## config.mk

```make
export PLATFORM = sky130hd
export DESIGN_NAME = gpio_host_seq_flat
export DESIGN_NICKNAME = d
export VERILOG_FILES = /design/src/rtl/gpio_host_seq_pkg.sv /design/src/rtl/gpio_host_seq_if.sv /design/src/rtl/gpio_host_seq.sv /design/src/flat_wrapper.sv
export SDC_FILE = /design/constraint.sdc
export NUM_CORES = 1
export LEC_CHECK = 0
export ABC_AREA = 1
export BUFFER_PORTS_ARGS = -buffer_cell sky130_fd_sc_hd__buf_2
export CAP_MARGIN = 20
export CORE_MARGIN = 2
export CORE_UTILIZATION = 30
export DETAILED_ROUTE_END_ITERATION = 8
export SLEW_MARGIN = 25
export SYNTH_ARGS = -nofsm -noshare
export SYNTH_HDL_FRONTEND = slang
export SYNTH_SLANG_ARGS = --single-unit
```

## constraint.sdc

```tcl
create_clock -name i_CLK -period 1.65 [get_ports i_CLK]
set_clock_uncertainty 0.1 [all_clocks]
set_input_delay 0.33 -clock i_CLK [delete_from_list [all_inputs] [get_ports i_CLK]]
set_output_delay 0.33 -clock i_CLK [all_outputs]
set_load 0.02 [all_outputs]
```

## src/rtl/gpio_host_seq_pkg.sv

```systemverilog
// Shared GPIO host definitions: op codes, GPIO word field positions, FSM states.
// Also used by ControlBlock so both sides agree on the GPIO word layout.
package gpio_host_seq_pkg;

    localparam int CTRL_MSB  = 31;
    localparam int CTRL_LSB  = 29;
    localparam int VALID_BIT = 28;
    localparam int DATA_MSB  = 24;
    localparam int DATA_LSB  = 1;
    localparam int RST_BIT   = 0;
    localparam int CNT_W     = 20;

    typedef enum logic [2:0] {
        OP_KERNEL   = 3'd0,
        OP_IMG_SIZE = 3'd1,
        OP_IMAGE    = 3'd2,
        OP_DATA_REQ = 3'd3,
        OP_RUN      = 3'd4,
        OP_DUT_RST  = 3'd5
    } op_e;

    typedef enum logic [2:0] {
        ST_IDLE,
        ST_SETUP,
        ST_STROBE,
        ST_GAP,
        ST_RD_WAIT,
        ST_RUN_WAIT,
        ST_RST_PULSE
    } state_e;

    function automatic logic [31:0] gpio_word(input logic [2:0] ctrl, input logic valid,
                                              input logic [23:0] data);
        logic [31:0] w;
        w                     = '0;
        w[CTRL_MSB:CTRL_LSB]  = ctrl;
        w[VALID_BIT]          = valid;
        w[DATA_MSB:DATA_LSB]  = data;
        return w;
    endfunction

endpackage

```

## src/rtl/gpio_host_seq_if.sv

```systemverilog
// Host-side command / readback / status bundle of the GPIO sequencer.
interface gpio_host_seq_if #(
    parameter int BITS_DATA = 13
);
    logic                 i_cmd_valid;
    logic [2:0]           i_cmd_op;
    logic [23:0]          i_cmd_data;
    logic                 o_cmd_ready;
    logic [BITS_DATA-1:0] o_rd_data;
    logic                 o_rd_valid;
    logic                 o_eop_seen;
    logic                 o_err;
    logic                 o_busy;

    modport master (
        output i_cmd_valid, i_cmd_op, i_cmd_data,
        input  o_cmd_ready, o_rd_data, o_rd_valid, o_eop_seen, o_err, o_busy
    );

    modport slave (
        input  i_cmd_valid, i_cmd_op, i_cmd_data,
        output o_cmd_ready, o_rd_data, o_rd_valid, o_eop_seen, o_err, o_busy
    );
endinterface

```

## src/rtl/gpio_host_seq.sv

```systemverilog
// Sequences host commands into strobed GPIO words for the DUT, reads data back,
// waits for end-of-process on RUN and pulses the DUT reset line.
module gpio_host_seq
    import gpio_host_seq_pkg::*;
#(
    parameter int GPIO_D    = 32,
    parameter int BITS_DATA = 13,
    parameter int HOLD      = 2,
    parameter int READ_LAT  = 3,
    parameter int RST_CYC   = 4,
    parameter int TIMEOUT   = 1048576
) (
    input  logic              i_CLK,
    input  logic              i_rst,
    gpio_host_seq_if.slave    host,
    output logic [GPIO_D-1:0] o_gpio,
    input  logic [GPIO_D-1:0] i_gpio,
    input  logic              i_eop
);

    // Counter loads are N-1: a phase of N cycles ends on the cycle the counter reads zero.
    localparam logic [CNT_W-1:0] HOLD_LD    = CNT_W'(HOLD - 1);
    localparam logic [CNT_W-1:0] RD_LD      = CNT_W'(READ_LAT - 1);
    localparam logic [CNT_W-1:0] RST_LD     = CNT_W'(RST_CYC - 1);
    localparam logic [CNT_W-1:0] TIMEOUT_LD = CNT_W'(TIMEOUT - 1);

    state_e               state_q, state_d;
    op_e                  op_q, op_d;
    logic [CNT_W-1:0]     cnt_q, cnt_d;
    logic [GPIO_D-1:0]    gpio_q, gpio_d;
    logic [BITS_DATA-1:0] rd_data_q, rd_data_d;
    logic                 rd_valid_q, rd_valid_d;
    logic                 eop_seen_q, eop_seen_d;
    logic                 err_q, err_d;
    logic                 eop_prev_q, eop_prev_d;
    logic                 cmd_ready, cnt_zero, eop_rise;
    logic                 unused_gpio_hi;

    assign cmd_ready      = (state_q == ST_IDLE) && !i_rst;
    assign cnt_zero       = (cnt_q == '0);
    assign eop_rise       = i_eop && !eop_prev_q;
    assign unused_gpio_hi = ^i_gpio[GPIO_D-1:BITS_DATA];

    always_comb begin
        state_d    = state_q;
        op_d       = op_q;
        cnt_d      = cnt_q;
        gpio_d     = gpio_q;
        rd_data_d  = rd_data_q;
        rd_valid_d = 1'b0;
        eop_seen_d = 1'b0;
        err_d      = 1'b0;
        // Tracking the level every cycle means a level already high on RUN_WAIT entry is no edge.
        eop_prev_d = i_eop;

        unique case (state_q)
            ST_IDLE: begin
                gpio_d[RST_BIT] = 1'b0;
                if (host.i_cmd_valid && cmd_ready) begin
                    case (host.i_cmd_op)
                        OP_KERNEL, OP_IMG_SIZE, OP_IMAGE: begin
                            op_d    = op_e'(host.i_cmd_op);
                            gpio_d  = GPIO_D'(gpio_word(host.i_cmd_op, 1'b0, host.i_cmd_data));
                            cnt_d   = HOLD_LD;
                            state_d = ST_SETUP;
                        end
                        OP_DATA_REQ, OP_RUN: begin
                            op_d    = op_e'(host.i_cmd_op);
                            gpio_d  = GPIO_D'(gpio_word(host.i_cmd_op, 1'b0, 24'd0));
                            cnt_d   = (host.i_cmd_op == OP_RUN) ? TIMEOUT_LD : HOLD_LD;
                            state_d = ST_SETUP;
                        end
                        OP_DUT_RST: begin
                            gpio_d          = '0;
                            gpio_d[RST_BIT] = 1'b1;
                            cnt_d           = RST_LD;
                            state_d         = ST_RST_PULSE;
                        end
                        default: err_d = 1'b1;
                    endcase
                end
            end
            ST_SETUP: begin
                gpio_d[VALID_BIT] = 1'b1;
                state_d = (op_q == OP_RUN) ? ST_RUN_WAIT : ST_STROBE;
            end
            ST_STROBE: begin
                if (cnt_zero) begin
                    gpio_d[VALID_BIT] = 1'b0;
                    if (op_q == OP_DATA_REQ) begin
                        cnt_d   = RD_LD;
                        state_d = ST_RD_WAIT;
                    end else begin
                        state_d = ST_GAP;
                    end
                end else begin
                    cnt_d = cnt_q - 1'b1;
                end
            end
            ST_GAP: state_d = ST_IDLE;
            ST_RD_WAIT: begin
                if (cnt_zero) begin
                    rd_data_d  = i_gpio[BITS_DATA-1:0];
                    rd_valid_d = 1'b1;
                    state_d    = ST_IDLE;
                end else begin
                    cnt_d = cnt_q - 1'b1;
                end
            end
            ST_RUN_WAIT: begin
                // Completion is checked first so an edge on the timeout cycle still counts.
                if (eop_rise) begin
                    gpio_d[VALID_BIT] = 1'b0;
                    eop_seen_d        = 1'b1;
                    state_d           = ST_IDLE;
                end else if (cnt_zero) begin
                    gpio_d[VALID_BIT] = 1'b0;
                    err_d             = 1'b1;
                    state_d           = ST_IDLE;
                end else begin
                    cnt_d = cnt_q - 1'b1;
                end
            end
            ST_RST_PULSE: begin
                if (cnt_zero) begin
                    gpio_d  = '0;
                    state_d = ST_IDLE;
                end else begin
                    cnt_d = cnt_q - 1'b1;
                end
            end
            default: state_d = ST_IDLE;
        endcase
    end

    always_ff @(posedge i_CLK) begin
        if (i_rst) begin
            state_q    <= ST_IDLE;
            op_q       <= OP_KERNEL;
            cnt_q      <= '0;
            gpio_q     <= GPIO_D'(1);
            rd_data_q  <= '0;
            rd_valid_q <= 1'b0;
            eop_seen_q <= 1'b0;
            err_q      <= 1'b0;
            eop_prev_q <= 1'b0;
        end else begin
            state_q    <= state_d;
            op_q       <= op_d;
            cnt_q      <= cnt_d;
            gpio_q     <= gpio_d;
            rd_data_q  <= rd_data_d;
            rd_valid_q <= rd_valid_d;
            eop_seen_q <= eop_seen_d;
            err_q      <= err_d;
            eop_prev_q <= eop_prev_d;
        end
    end

    assign o_gpio           = gpio_q;
    assign host.o_cmd_ready = cmd_ready;
    assign host.o_rd_data   = rd_data_q;
    assign host.o_rd_valid  = rd_valid_q;
    assign host.o_eop_seen  = eop_seen_q;
    assign host.o_err       = err_q;
    assign host.o_busy      = (state_q != ST_IDLE);

endmodule

```

## src/flat_wrapper.sv

```systemverilog
// flat-port wrapper written by rule: the top's interface ports become plain ports
module gpio_host_seq_flat import gpio_host_seq_pkg::*;
#(
    parameter int GPIO_D    = 32,
    parameter int BITS_DATA = 13,
    parameter int HOLD      = 2,
    parameter int READ_LAT  = 3,
    parameter int RST_CYC   = 4,
    parameter int TIMEOUT   = 1048576
)
  (i_CLK, i_rst, o_gpio, i_gpio, i_eop, host_i_cmd_valid, host_i_cmd_op, host_i_cmd_data, host_o_cmd_ready, host_o_rd_data, host_o_rd_valid, host_o_eop_seen, host_o_err, host_o_busy);
  gpio_host_seq_if #(.BITS_DATA(BITS_DATA)) host_i ();
  input  logic i_CLK;
  input  logic i_rst;
  output logic [GPIO_D-1:0] o_gpio;
  input  logic [GPIO_D-1:0] i_gpio;
  input  logic i_eop;
  input wire logic [$bits(host_i.i_cmd_valid)-1:0] host_i_cmd_valid;
  input wire logic [$bits(host_i.i_cmd_op)-1:0] host_i_cmd_op;
  input wire logic [$bits(host_i.i_cmd_data)-1:0] host_i_cmd_data;
  output wire logic [$bits(host_i.o_cmd_ready)-1:0] host_o_cmd_ready;
  output wire logic [$bits(host_i.o_rd_data)-1:0] host_o_rd_data;
  output wire logic [$bits(host_i.o_rd_valid)-1:0] host_o_rd_valid;
  output wire logic [$bits(host_i.o_eop_seen)-1:0] host_o_eop_seen;
  output wire logic [$bits(host_i.o_err)-1:0] host_o_err;
  output wire logic [$bits(host_i.o_busy)-1:0] host_o_busy;
  assign host_i.i_cmd_valid = host_i_cmd_valid;
  assign host_i.i_cmd_op = host_i_cmd_op;
  assign host_i.i_cmd_data = host_i_cmd_data;
  assign host_o_cmd_ready = host_i.o_cmd_ready;
  assign host_o_rd_data = host_i.o_rd_data;
  assign host_o_rd_valid = host_i.o_rd_valid;
  assign host_o_eop_seen = host_i.o_eop_seen;
  assign host_o_err = host_i.o_err;
  assign host_o_busy = host_i.o_busy;
  gpio_host_seq #(.GPIO_D(GPIO_D), .BITS_DATA(BITS_DATA), .HOLD(HOLD), .READ_LAT(READ_LAT), .RST_CYC(RST_CYC), .TIMEOUT(TIMEOUT)) u_core (.i_CLK(i_CLK), .i_rst(i_rst), .host(host_i), .o_gpio(o_gpio), .i_gpio(i_gpio), .i_eop(i_eop));
endmodule
```

==> flow_summary.ini <==
[cells_and_area]
final_cell_area_um2 = 5860
n_antenna_cell = 0
drive_gt1_share_pct = 45.5
nFillCells = 1163
syn2layout_area_growth_pct = 54.5
fin_nets = 770

[global_routing]
grt_max_degree = 36
overflow = 0
antenna_found_initial = 0
groute.usage.overall_pct = 16.0
grt_pass1_wl_um = 17400
first_global_vias = 3925

[floorplan]
start_util_pct = 30.4
die_area_um2 = 13600
coreArea_um2 = 12500
pin_count = 113
rows = 41
die_y_um = 116
die_w_um = 116

[route]
viasPerCell = 4.56
first_pass_iters = 4
route.detailed.drc = 0
drt-initial-drc-count = 134
vias = 4003
wire_per_inst_um = 12.9
drtAntennaViolNets = 0
route.final.wire_length_um = 11300

[clock_tree]
clk_latency_ns = 0.33
path_clk_slew_ns = 0.06
numCtsBuffers = 9
h-tree-depth = 3
cts-root-buf = clkbuf_16
cts_buffer_depth = 2
tritoncts = done
cts.sinks = 72

[synthesis]
postSynthCellCount = 543
ys_warn_count = 0
synth_area_leader_cell = dfxtp_1
synth_top_area_share_pct = 38.0
syn_area_um2 = 3790
avgSynthCellArea_um2 = 6.98
synth_seq_area_share_pct = 38.0
synth.distinct_cells = 38
yosys_register_bits = 72
synth_area_leaders = dfxtp_1 (38%), nand2_1 (14%), nor2_1 (9.3%)

[run_status]
violations = negative setup slack
status = finished with violations

[placed_design]
postPlaceCellArea_um2 = 4780
dpl.hpwl_um = 7240
place.gp.congestion = 0.856
numPortBuffers = 90
pre_cts_slack_ns = -0.148

[pwr]
powerDensity_nw_per_um2 = 1760
ir_drop_mv = 0.969
leakage_nw = 2.72
p_total_mw = 10.3

[timing]
max_slew_margin_pct = 65.1
fin_crit_sh_pct = 108
tns_ns = -3.94
whs_ns = 0.134
grt_setup_unrepaired = true
fmax_ghz = 0.562
finalHoldViolations = 0
maxSlewViolCount = 0
tightest_slew_ns = 0.523
fin_crit_ns = 1.78
setup_viol = 64
fin_ws_ns = -0.128

[worst_setup_path]
arrival_ns = 1.35
startpoint_type = flip-flop
critPathRequiredTime_ns = 1.22
crit_path_max_fanout = 4
critPathKind = flip-flop to output pin
reg2reg_setup_slack_ns = -0.12
end_kind = output pin

[min_path]
hp-class = primary input to flip-flop

[flow_run]
maxCapViolCount = 0
-- layout by cell type, fill, tap and decap left out, types with 11 or more instances in the layout --
cell type and n:
buf_6 12, inv_1 39, clkbuf_16 13, nor2_4 11, dfxtp_1 67, nand3_1 22, nand2_2 23, a21oi_1 19
a21oi_2 31, nand2_1 115, o21ai_2 11, buf_2 88, buf_4 56, nor2_2 12, nand2_4 20, nor2_1 87
-- critical path, stage by stage, from the launching register on --
cell and delay [ns]:
dfxtp_4 0.36, inv_4 0.08, ha_4 0.18, nand2_8 0.07
nor2_4 0.10, buf_6 0.10, buf_6 0.10
-- layer usage --
| layer | vias up | global-route usage, % | share of wire (%) |
|---|---|---|---|
| met5 | - | 0 | 0 |
| met4 | 0 | 5.48 | 1.5 |
| met3 | 14 | 4.46 | 4.7 |
| met2 | 89 | 28.1 | 50 |
| met1 | 1886 | 18.8 | 43 |
| li1 | 2014 | - | - |
-- flip-flops by register name, indices dropped and copies added (netlist names) --
| name | cells |
|---|---|
| u_core.o_gpio | 29 |
| u_core.host.o_err | 1 |
| u_core.host.o_rd_valid | 1 |
| u_core.host.o_rd_data | 13 |
| u_core.cnt_q | 20 |
| u_core.op_q | 3 |
| u_core.eop_prev_q | 1 |
| u_core.state_q | 3 |
| u_core.host.o_eop_seen | 1 |
-- worst paths after layout --
kind                             startpoint                                end  cells after the start
min reg2reg    u_core.eop_prev_q$_SDFF_PP0_  u_core.host.o_eop_seen$_SDFF_PP0_                      1
max          u_core.state_q[1]$_SDFFE_PP0P_                   host_o_cmd_ready                      6
min                                   i_eop       u_core.eop_prev_q$_SDFF_PP0_                      3
max reg2reg  u_core.state_q[1]$_SDFFE_PP0P_       u_core.cnt_q[8]$_SDFFE_PP0P_                      9
-- cell families (layout without fill, tap and decap cells) --
group | after synthesis | count (layout) | share of synthesized area [%]
other cells | 1 | 3 | 0.0989
simple gates | 305 | 305 | 36.4
fa+ha+maj | 6 | 6 | 1.98
flops | 72 | 72 | 38.0
buf+inv | 73 | 233 | 9.11
xor+xnor | 11 | 11 | 2.54
compound gates | 75 | 75 | 11.8
-- area by class of cell --
cell class / count / area (µm²) / share of cell area (%)
multi-input combinational: 400 / 2420 / 41.4
sequential: 72 / 1450 / 24.8
timing repair buffer: 167 / 1230 / 21.1
clock buffer: 10 / 239 / 4.08
tap: 172 / 215 / 3.67
inverter: 51 / 211 / 3.61
clock inverter: 5 / 81.3 / 1.39
-- report_power, final --
group | leakage (nW) | switching [mW] | internal [mW]
clock network | 0.155 | 0.760 | 1.36
registers | 0.588 | 0.212 | 2.00
logic | 1.98 | 3.33 | 2.66
total | 2.72 | 4.30 | 6.02
-- synthesized netlist by cell type (all sizes together) --
cell	instances
nand3	25
nand4	4
o21ai	19
xnor2	1
nor3	2
nand2	159
conb	1
clkbuf	6
o211ai	1
a31oi	1
ha	6
buf	16
xor2	10
inv	51
a21oi	51
o21a	1
o22ai	1
nand3b	3
nor4	1
nor2	110
dfxtp	72
and3	1
o21bai	1
-- per-stage QoR --
stage	utilization (%)	instances
final	47.0	877
after detailed placement	38.4	836
after global placement	38.4	836
after CTS	42.4	861
after floorplan	-	545
after global routing	47.0	877
-- timing repair --
| action | 4_1_cts | 5_1_grt |
|---|---|---|
| gates cloned | 1 | 5 |
| gates resized for setup | 28 | 108 |
| hold endpoints to repair | 0 | 0 |
| hold buffers | 0 | 0 |
| endpoints found under the setup margin | 67 | 70 |
| setup buffers | 9 | 11 |
| pin swaps | 9 | 27 |
No activity file was read; power rests on OpenSTA's default activity.
